==> src/rtl/brick_field_renderer_pkg.sv <==
// Shared constants, colour codes and FSM state encoding for the brick-wall renderer.
package brick_field_renderer_pkg;

  localparam int unsigned HVisible = 640;
  localparam int unsigned VVisible = 480;

  localparam logic [2:0] RgbBlack  = 3'b000;
  localparam logic [2:0] RgbRed    = 3'b100;
  localparam logic [2:0] RgbYellow = 3'b110;
  localparam logic [2:0] RgbGreen  = 3'b010;
  localparam logic [2:0] RgbCyan   = 3'b011;
  localparam logic [2:0] RgbWhite  = 3'b111;

  typedef enum logic [1:0] {
    StRun,
    StPendRestore,
    StWon
  } fsm_state_e;

  // Palette repeats every four rows.
  function automatic logic [2:0] row_colour(input logic [2:0] row);
    logic [2:0] rgb;
    unique case (row[1:0])
      2'd0:    rgb = RgbRed;
      2'd1:    rgb = RgbYellow;
      2'd2:    rgb = RgbGreen;
      default: rgb = RgbCyan;
    endcase
    return rgb;
  endfunction

endpackage

==> src/rtl/brick_bitmap_store.sv <==
// Brick-alive bitmap with read port, single-brick clear, refill-all and running alive count.
module brick_bitmap_store
  import brick_field_renderer_pkg::*;
#(
  parameter int unsigned ROWS = 4,
  parameter int unsigned COLS = 8
) (
  input  logic       clk_i,
  input  logic       rst_i,
  input  logic       en_i,
  input  logic [2:0] rd_row_i,
  input  logic [3:0] rd_col_i,
  output logic       rd_alive_o,
  input  logic       clr_i,
  input  logic [2:0] clr_row_i,
  input  logic [3:0] clr_col_i,
  input  logic       fill_i,
  output logic [7:0] bricks_left_o
);

  localparam logic [7:0] FullCount = 8'(ROWS * COLS);

  logic [ROWS-1:0][COLS-1:0] bitmap_q, bitmap_d;
  logic [7:0]                count_q, count_d;
  logic                      clr_alive;

  // Out-of-range coordinates match no cell, so they read dead and clear nothing.
  always_comb begin
    bitmap_d   = bitmap_q;
    count_d    = count_q;
    rd_alive_o = 1'b0;
    clr_alive  = 1'b0;
    for (int r = 0; r < ROWS; r++) begin
      for (int c = 0; c < COLS; c++) begin
        if (rd_row_i == 3'(r) && rd_col_i == 4'(c)) begin
          rd_alive_o = bitmap_q[r][c];
        end
        if (clr_row_i == 3'(r) && clr_col_i == 4'(c)) begin
          clr_alive = bitmap_q[r][c];
          if (clr_i) begin
            bitmap_d[r][c] = 1'b0;
          end
        end
      end
    end
    if (fill_i) begin
      bitmap_d = '1;
      count_d  = FullCount;
    end else if (clr_i && clr_alive) begin
      count_d = count_q - 8'd1;
    end
  end

  always_ff @(posedge clk_i or posedge rst_i) begin
    if (rst_i) begin
      bitmap_q <= '1;
      count_q  <= FullCount;
    end else if (en_i) begin
      bitmap_q <= bitmap_d;
      count_q  <= count_d;
    end
  end

  assign bricks_left_o = count_q;

endmodule

==> src/rtl/brick_field_renderer.sv <==
// Brick-wall pixel layer: 2-stage pixel pipeline plus hit/restore FSM.
// Optional per-row palette enabled by defining BRICK_PALETTE_EN; otherwise every brick is white.
module brick_field_renderer
  import brick_field_renderer_pkg::*;
#(
  parameter int unsigned ROWS      = 4,
  parameter int unsigned COLS      = 8,
  parameter int unsigned BRICK_W   = 80,
  parameter int unsigned BRICK_H   = 24,
  parameter int unsigned GAP       = 2,
  parameter int unsigned FIELD_X0  = 0,
  parameter int unsigned FIELD_Y0  = 64,
  parameter int unsigned V_VISIBLE = VVisible
) (
  input  logic        clk_i,
  input  logic        rst_i,
  input  logic        enable_i,
  input  logic [10:0] hpos_i,
  input  logic [10:0] vpos_i,
  input  logic        hsync_i,
  input  logic        vsync_i,
  input  logic        hit_valid_i,
  input  logic [2:0]  hit_row_i,
  input  logic [3:0]  hit_col_i,
  output logic        hit_ready_o,
  input  logic        restore_i,
  output logic        pix_on_o,
  output logic [2:0]  pix_rgb_o,
  output logic        hsync_d_o,
  output logic        vsync_d_o,
  output logic [7:0]  bricks_left_o,
  output logic        all_cleared_o
);

  fsm_state_e state_q;
  logic       hit_pend_q;
  logic [2:0] hit_row_q;
  logic [3:0] hit_col_q;

  logic       in_field_q, in_field_d;
  logic       gap_q, gap_d;
  logic [2:0] row_q, row_d;
  logic [3:0] col_q, col_d;
  logic       hsync_s1_q, vsync_s1_q;
  logic       pix_on_q, pix_on_d;
  logic [2:0] pix_rgb_q, pix_rgb_d, brick_rgb;
  logic       hsync_q, vsync_q;

  logic [31:0] dx, dy;
  logic        blank, hit_accept, fill, brick_alive;
  logic [7:0]  bricks_left;

  // Positions left of / above the field wrap to huge values and fail the extent test.
  always_comb begin
    dx         = 32'(hpos_i) - FIELD_X0;
    dy         = 32'(vpos_i) - FIELD_Y0;
    in_field_d = (dx < COLS * BRICK_W) && (dy < ROWS * BRICK_H);
    col_d      = 4'(dx / BRICK_W);
    row_d      = 3'(dy / BRICK_H);
    gap_d      = ((dx % BRICK_W) >= BRICK_W - GAP) || ((dy % BRICK_H) >= BRICK_H - GAP);
  end

  always_comb begin
    pix_on_d = in_field_q && !gap_q && brick_alive;
`ifdef BRICK_PALETTE_EN
    brick_rgb = row_colour(row_q);
`else
    brick_rgb = RgbWhite;
`endif
    pix_rgb_d = pix_on_d ? brick_rgb : RgbBlack;
  end

  always_ff @(posedge clk_i or posedge rst_i) begin
    if (rst_i) begin
      in_field_q <= 1'b0;
      gap_q      <= 1'b0;
      row_q      <= '0;
      col_q      <= '0;
      hsync_s1_q <= 1'b0;
      vsync_s1_q <= 1'b0;
      pix_on_q   <= 1'b0;
      pix_rgb_q  <= RgbBlack;
      hsync_q    <= 1'b0;
      vsync_q    <= 1'b0;
    end else if (enable_i) begin
      in_field_q <= in_field_d;
      gap_q      <= gap_d;
      row_q      <= row_d;
      col_q      <= col_d;
      hsync_s1_q <= hsync_i;
      vsync_s1_q <= vsync_i;
      pix_on_q   <= pix_on_d;
      pix_rgb_q  <= pix_rgb_d;
      hsync_q    <= hsync_s1_q;
      vsync_q    <= vsync_s1_q;
    end
  end

  // Bitmap only changes during vertical blanking; restore takes priority over a hit.
  assign blank       = 32'(vpos_i) >= V_VISIBLE;
  assign hit_ready_o = (state_q == StRun) && blank && enable_i && !restore_i &&
                       (bricks_left != 8'd0);
  assign hit_accept  = hit_valid_i && hit_ready_o;
  assign fill        = (state_q == StPendRestore) && blank;

  always_ff @(posedge clk_i or posedge rst_i) begin
    if (rst_i) begin
      state_q    <= StRun;
      hit_pend_q <= 1'b0;
      hit_row_q  <= '0;
      hit_col_q  <= '0;
    end else if (enable_i) begin
      hit_pend_q <= hit_accept;
      if (hit_accept) begin
        hit_row_q <= hit_row_i;
        hit_col_q <= hit_col_i;
      end
      unique case (state_q)
        StRun: begin
          if (restore_i) begin
            state_q <= StPendRestore;
          end else if (bricks_left == 8'd0) begin
            state_q <= StWon;
          end
        end
        StPendRestore: begin
          if (blank) begin
            state_q <= StRun;
          end
        end
        StWon: begin
          if (restore_i) begin
            state_q <= StPendRestore;
          end
        end
        default: state_q <= StRun;
      endcase
    end
  end

  brick_bitmap_store #(
    .ROWS (ROWS),
    .COLS (COLS)
  ) u_store (
    .clk_i         (clk_i),
    .rst_i         (rst_i),
    .en_i          (enable_i),
    .rd_row_i      (row_q),
    .rd_col_i      (col_q),
    .rd_alive_o    (brick_alive),
    .clr_i         (hit_pend_q),
    .clr_row_i     (hit_row_q),
    .clr_col_i     (hit_col_q),
    .fill_i        (fill),
    .bricks_left_o (bricks_left)
  );

  assign pix_on_o      = pix_on_q;
  assign pix_rgb_o     = pix_rgb_q;
  assign hsync_d_o     = hsync_q;
  assign vsync_d_o     = vsync_q;
  assign bricks_left_o = bricks_left;
  assign all_cleared_o = (bricks_left == 8'd0);

endmodule

==> config.mk <==
export PLATFORM = sky130hd
export DESIGN_NAME = brick_field_renderer
export DESIGN_NICKNAME = d
export VERILOG_FILES = /design/src/rtl/brick_field_renderer_pkg.sv /design/src/rtl/brick_bitmap_store.sv /design/src/rtl/brick_field_renderer.sv
export SDC_FILE = /design/constraint.sdc
export NUM_CORES = 1
export LEC_CHECK = 0
export ABC_AREA = 1
export CAP_MARGIN = 40
export CORE_AREA = 3 3 126 128
export CTS_BUF_LIST = sky130_fd_sc_hd__clkbuf_2
export CTS_CLUSTER_SIZE = 30
export DETAILED_ROUTE_END_ITERATION = 8
export DIE_AREA = 0 0 129 131
export PLACE_DENSITY = 0.51
export SYNTH_ARGS = -nofsm -noshare
export SYNTH_HDL_FRONTEND = slang
export SYNTH_SLANG_ARGS = --single-unit
==> constraint.sdc <==
create_clock -name clk_i -period 4 [get_ports clk_i]
set_clock_uncertainty 0.2 [all_clocks]
set_input_delay 0.8 -clock clk_i [delete_from_list [all_inputs] [get_ports clk_i]]
set_output_delay 0.8 -clock clk_i [all_outputs]
set_load 0.05 [all_outputs]
# After elaboration in Yosys (flattened, before gate mapping)
# Cells that the tools add are included.
[word_totals]
register_bits = 67
latch_bits = 0
ram_bits = 0
rom_bits = 0
inputBits = 36
output_inout_bits = 16
word_cells = 342
mem_count = 0
[classes]
addsub = 2
multipliers = 0
n_div = 4
n_lt_le_gt_ge = 5
eq_ne = 25
n_shift = 0
n_mux = 106
bitwise_logic = 0
reduce_logical = 153
[ops]
columns = ["operator", "count"]
rows = [
  ["$mux 1", 97],
  ["$reduce_and 3->1", 32],
  ["$logic_and 1x1->1", 74],
  ["$reduce_bool 2->1", 34],
  ["$div 11x7->32 const B", 1],
  ["$div 32x5->32 const B", 1],
  ["$eq 4x3->1 const B", 8],
  ["$ge 32x5->1 const B", 1],
  ["$ge 32x7->1 const B", 1],
  ["$lt 32x7->1 const B", 1],
  ["$mod 11x7->32 const B", 1],
  ["$mod 32x5->32 const B", 1],
  ["$mux 32", 1],
  ["$eq 4x2->1 const B", 4],
  ["$mux 8", 2],
  ["$eq 3x2->1 const B", 4],
  ["$sub 11x7->12 const B", 1],
  ["$ge 11x9->1 const B", 1],
  ["$lt 11x10->1 const B", 1],
  ["$eq 4x1->1 const B", 2],
  ["$logic_not 4->1", 2],
  ["$logic_not 8->1", 1],
  ["$mux 2", 4],
  ["$reduce_bool 8->1", 1],
  ["14 further kinds", 19],
]

# Depth between registers and ports, before layout
[depth]
ltp_word = 37
mapped_depth = 32
ltp_nobuf = 32

# Cells and area by module
# From an unflattened synthesis, not the netlist that was laid out.
[unflattened]
hier_cells = 693
area_unflattened_um2 = 4893.4
[modules_own_cells]
columns = ["module", "n_inst", "cells_each", "area_per_inst_um2", "seq_area_each_um2"]
rows = [
  ["brick_bitmap_store", 1, 365, 2732.6, 1042.2],
  ["brick_field_renderer", 1, 328, 2160.8, 600.6],
]

# Worst setup path after synthesis
# Ideal clock, no wire load.
[synth_path]
path_kind = "register to register"
start = "register u_store.count_q[0], in the netlist u_store.bricks_left_o[0]"
end = "register hit_col_q[3]"
setup_ns = 0.133
arrival_time_ns = 3.761
required_time_ns = 3.667
setup_slack_ns = -0.094
path_stages_with_launch = 10
path_buffers = 1
synth_period_minus_slack_ns = 4.094
cell_sequence = "dfrtp_1 inv_1 ha_1 nand2_1 nor3_1 nor4_1 nand2_1 clkbuf_1 nor2_1 a21oi_1"
[synth_between]
elab_chain_cells = 4
[synth_rtl]
columns = ["element", "line", "source"]
rows = [
  ["from (decl)", "brick_bitmap_store.sv:24", "logic [7:0] count_q, count_d;"],
  ["from (signal assigned)", "brick_bitmap_store.sv:57", "count_q <= FullCount;"],
  ["from (signal assigned)", "brick_bitmap_store.sv:60", "count_q <= count_d;"],
  ["$reduce_bool 8->1", "brick_field_renderer.sv:102", "(bricks_left != 8'd0);"],
  ["$logic_and 1x1->1", "brick_field_renderer.sv:101", "assign hit_ready_o = (state_q == StRun) && blank && enable_i && !restore_i &&"],
  ["net hit_ready_o", "brick_field_renderer.sv:25", "output logic hit_ready_o,"],
  ["$logic_and 1x1->1", "brick_field_renderer.sv:103", "assign hit_accept = hit_valid_i && hit_ready_o;"],
  ["$reduce_and 2->1 (no source line)", "--", ""],
  ["to (signal assigned)", "brick_field_renderer.sv:116", "hit_col_q <= hit_col_i;"],
  ["to (decl)", "brick_field_renderer.sv:38", "logic [3:0] hit_col_q;"],
]
# The timed path passes the listed nets, and every way through them passes these cells.
# A chain may end at the register's enable or synchronous reset.

# Worst setup path after layout
[layout_path]
start = "input port hpos_i[8]"
end = "register gap_q"
[layout_between]
elab_chain_cells = 3
[layout_rtl]
columns = ["element", "line", "source"]
rows = [
  ["from (decl)", "brick_field_renderer.sv:18", "input logic [10:0] hpos_i,"],
  ["$mod 11x7->32", "brick_field_renderer.sv:60", "gap_d = ((dx % BRICK_W) >= BRICK_W - GAP) || ((dy % BRICK_H) >= BRICK_H - GAP);"],
  ["$ge 32x7->1", "brick_field_renderer.sv:60", ""],
  ["$logic_or 1x1->1", "brick_field_renderer.sv:60", ""],
  ["to (signal assigned)", "brick_field_renderer.sv:87", "gap_q <= gap_d;"],
  ["to (decl)", "brick_field_renderer.sv:41", "logic gap_q, gap_d;"],
]
# Every way passes these cells.

==> impl_metrics.py <==
metrics = {
    "finish": {
        "n_fill_cell": 1613,
        "syn_to_final_growth_pct": 32.9,
        "final_area_mm2": 0.00625,
        "finalNetCount": 890,
        "drive_gt1_share_pct": 23.4,
        "fin_cells": 1041,
    },
    "routing": {
        "ant_nets": 0,
        "highest_layer": "met4",
        "drt_first_iter_violations": 263,
        "wl_met2_mm": 6.49,
        "drc": 0,
        "routed-wl-met3_um": 451,
        "drt_wl_total_mm": 13.1,
        "viasPerCell": 4.77,
        "wl_per_cell_um": 12.6,
        "met1_length_mm": 5.89,
        "routed-via-count": 4968,
        "firstDrtPassIters": 7,
    },
    "floorplan": {
        "start_util_pct": 31.4,
        "core-area_mm2": 0.0150,
        "ios": 52,
        "rows": 45,
        "dieArea_mm2": 0.0169,
        "die-height_um": 131,
        "die_w_um": 129,
    },
    "global_routing": {
        "antenna_found_initial": 0,
        "grt_pass1_wl_mm": 21.6,
        "grt_pass1_vias": 4764,
        "gr-total-overflow": 0,
        "grt_max_degree": 39,
        "grt.total_usage_pct": 15.8,
    },
    "critical_path": {
        "crit_buf_inv": 5,
        "path_class": "primary input to flop",
        "cp_max_fo": 6,
        "crit_top_cell": "nand2_2",
        "cp_top_family": "simple AND/OR/NAND/NOR gates",
        "slowest_delay_ps": 480,
        "cp.required_ps": 4230,
        "worstSetupPathDepth": 29,
        "crit_slowest_cell": "clkdlybuf4s50_1",
        "startpoint_type": "primary input",
        "critPathArrivalTime_ps": 4020,
        "crit_path_end_kind": "flop",
        "reg2regPathDepth": 22,
    },
    "worst_hold_path": {
        "min_path_type": "flop to flop",
        "hold_depth": 2,
    },
    "status": {
        "outcome": "completed",
    },
    "clocking": {
        "clk_pin_slew_ps": 170,
        "cts.sinks": 64,
        "clockBufferDepth": 2,
        "root_buffer": "clkbuf_2",
        "cts_buffers": 9,
        "clk_latency_ps": 530,
        "cts_tree": "yes",
        "h-tree-depth": 3,
    },
    "synth": {
        "seq_area_frac_synth_pct": 34.9,
        "ys_ff_latch": 64,
        "async_reset_ff_share_pct": 100,
        "synth_edf_count": 0,
        "synth.distinct_cells": 37,
        "yosysWarnings": 0,
        "synth_area_mm2": 0.00470,
        "synthesis.instances": 731,
        "ys.flop_type": "dfstp_2",
        "synth_nets": 774,
        "avgSynthCellArea_um2": 6.43,
    },
    "timing": {
        "setup_ws_ps": 212,
        "relSlewSlack_pct": 53.1,
        "hold_violations": 0,
        "period_share_pct": 94.7,
        "worst-slew-pin-transition_ps": 699,
        "finalSetupViolCount": 0,
        "drv_slew": 0,
        "fmax_ghz": 0.264,
        "fin_hold_ws_ps": 294,
        "tns_ps": 0,
        "period_needed_ps": 3790,
    },
    "placement": {
        "numPortBuffers": 49,
        "dp_hpwl_mm": 9.92,
        "place_ws_ps": -543,
        "numPlacedInstances": 1018,
        "detailed_place.area_mm2": 0.00587,
        "gp_congestion": 0.889,
    },
    "job": {
        "drv_cap": 0,
    },
    "power_and_ir_drop": {
        "ir_drop_uv": 132,
        "leakage_nw": 3.09,
        "power_density_mw_per_mm2": 421,
    },
}
cell families after synthesis:
group,synth area share [%]
flip-flops,34.9
adder cells (fa/ha/maj),1.86
XOR/XNOR,1.86
AO/OA/AOI/OAI,9.45
AND/OR/NAND/NOR,41.5
buffers and inverters,10.4
tightest hold or removal path, delay by kind of cell, from the launching register on:
| family | cells | cell delay [ps] |
|---|---|---|
| flip-flops | 1 | 410 |
| AND/OR/NAND/NOR | 2 | 100 |
routing by layer:
layer  GRT usage [%]  up-vias
met1            19.7     2293
met5               0        -
met3            2.28       28
met2            27.7       95
li1                -     2552
met4            6.05        0
registers in the layout (all words and copies together), names as in the netlist:
signal                 count
u_store.bricks_left_o      8
in_field_q                 1
u_store.bitmap_q          32
state_q                    2
hit_pend_q                 1
col_q                      4
vsync_d_o                  1
hsync_d_o                  1
row_q                      3
hit_row_q                  3
gap_q                      1
hit_col_q                  4
vsync_s1_q                 1
hsync_s1_q                 1
pix_rgb_o                  1
synthesized netlist by cell type, types with 4 or more instances:
library cell | count | area [um2]
clkbuf_1 | 10 | 37.5
nor3_1 | 28 | 140
nor2_1 | 90 | 338
nand2_2 | 9 | 56.3
xnor2_1 | 4 | 35.0
a21oi_1 | 20 | 100
dfstp_2 | 33 | 867
ha_1 | 7 | 87.6
xor2_1 | 6 | 52.6
nand2_1 | 226 | 848
o31ai_1 | 5 | 37.5
o21ai_0 | 36 | 180
nor2_2 | 4 | 25.0
dfrtp_1 | 31 | 776
a31oi_1 | 5 | 31.3
nand3_1 | 55 | 275
inv_1 | 103 | 387
inv_2 | 6 | 22.5
nand4_1 | 19 | 119
report_power, final:
part | internal [mW] | switching, mW
logic | 0.523 | 0.868
registers | 0.767 | 0.0924
clock network | 0.138 | 0.243
final cells by class:
cell class / instances / area (um2) / area share [%]
Multi-Input combinational cell: 541 / 2790 / 44.7
Tap cell: 188 / 235 / 3.77
Sequential cell: 64 / 1650 / 26.3
Clock buffer: 10 / 50.0 / 0.801
Inverter: 112 / 425 / 6.81
Timing Repair Buffer: 119 / 1050 / 16.7
Antenna cell: 1 / 2.50 / 0.0401
Clock inverter: 6 / 50.0 / 0.801
final timing paths:
path | start | end | slack, ps
worst max register to register | hit_row_q[1]$_DFFE_PP0P_ | u_store.bricks_left_o[0]$_DFFE_PP0P_ | 560
worst min register to register | u_store.bitmap_q[3]$_DFFE_PP1P_ | u_store.bitmap_q[3]$_DFFE_PP1P_ | 290
max in group asynchronous | rst_i | u_store.bitmap_q[22]$_DFFE_PP1P_ | 2460
worst min-delay path | u_store.bitmap_q[3]$_DFFE_PP1P_ | u_store.bitmap_q[3]$_DFFE_PP1P_ | 290
worst max-delay path | hpos_i[8] | gap_q$_DFFE_PP0P_ | 210
min in group asynchronous | rst_i | vsync_d_o$_DFFE_PP0P_ | 430
cells in the final DEF (no fill, tap or decap), types with 6 or more instances in the layout:
cell type / n
nand4_1: 19
nor2_4: 6
nand3_1: 50
inv_1: 101
nor2_1: 82
nand2_2: 19
clkinv_1: 6
inv_2: 7
dfstp_2: 33
o21ai_0: 33
clkbuf_2: 10
clkdlybuf4s50_1: 45
nor2_2: 9
nand2_1: 212
nor3_1: 28
a21oi_1: 15
buf_4: 69
dfrtp_1: 29
what timing repair did:
action | CTS | global route
setup buffers | 0 | 6
gates resized for setup | 0 | 61
setup endpoints to repair | 0 | 9
hold buffers | 0 | 0
metrics by stage:
| stage | utilization (%) | power, mW |
|---|---|---|
| after floorplan | - | 1.72 |
| after global placement | 39.2 | 2.15 |
| after detailed placement | 39.2 | 2.18 |
| after CTS | 39.8 | 2.56 |
| after global routing | 41.7 | 2.86 |
| final | 41.7 | 2.63 |
Note: power is estimated with default switching activity, not from simulation.
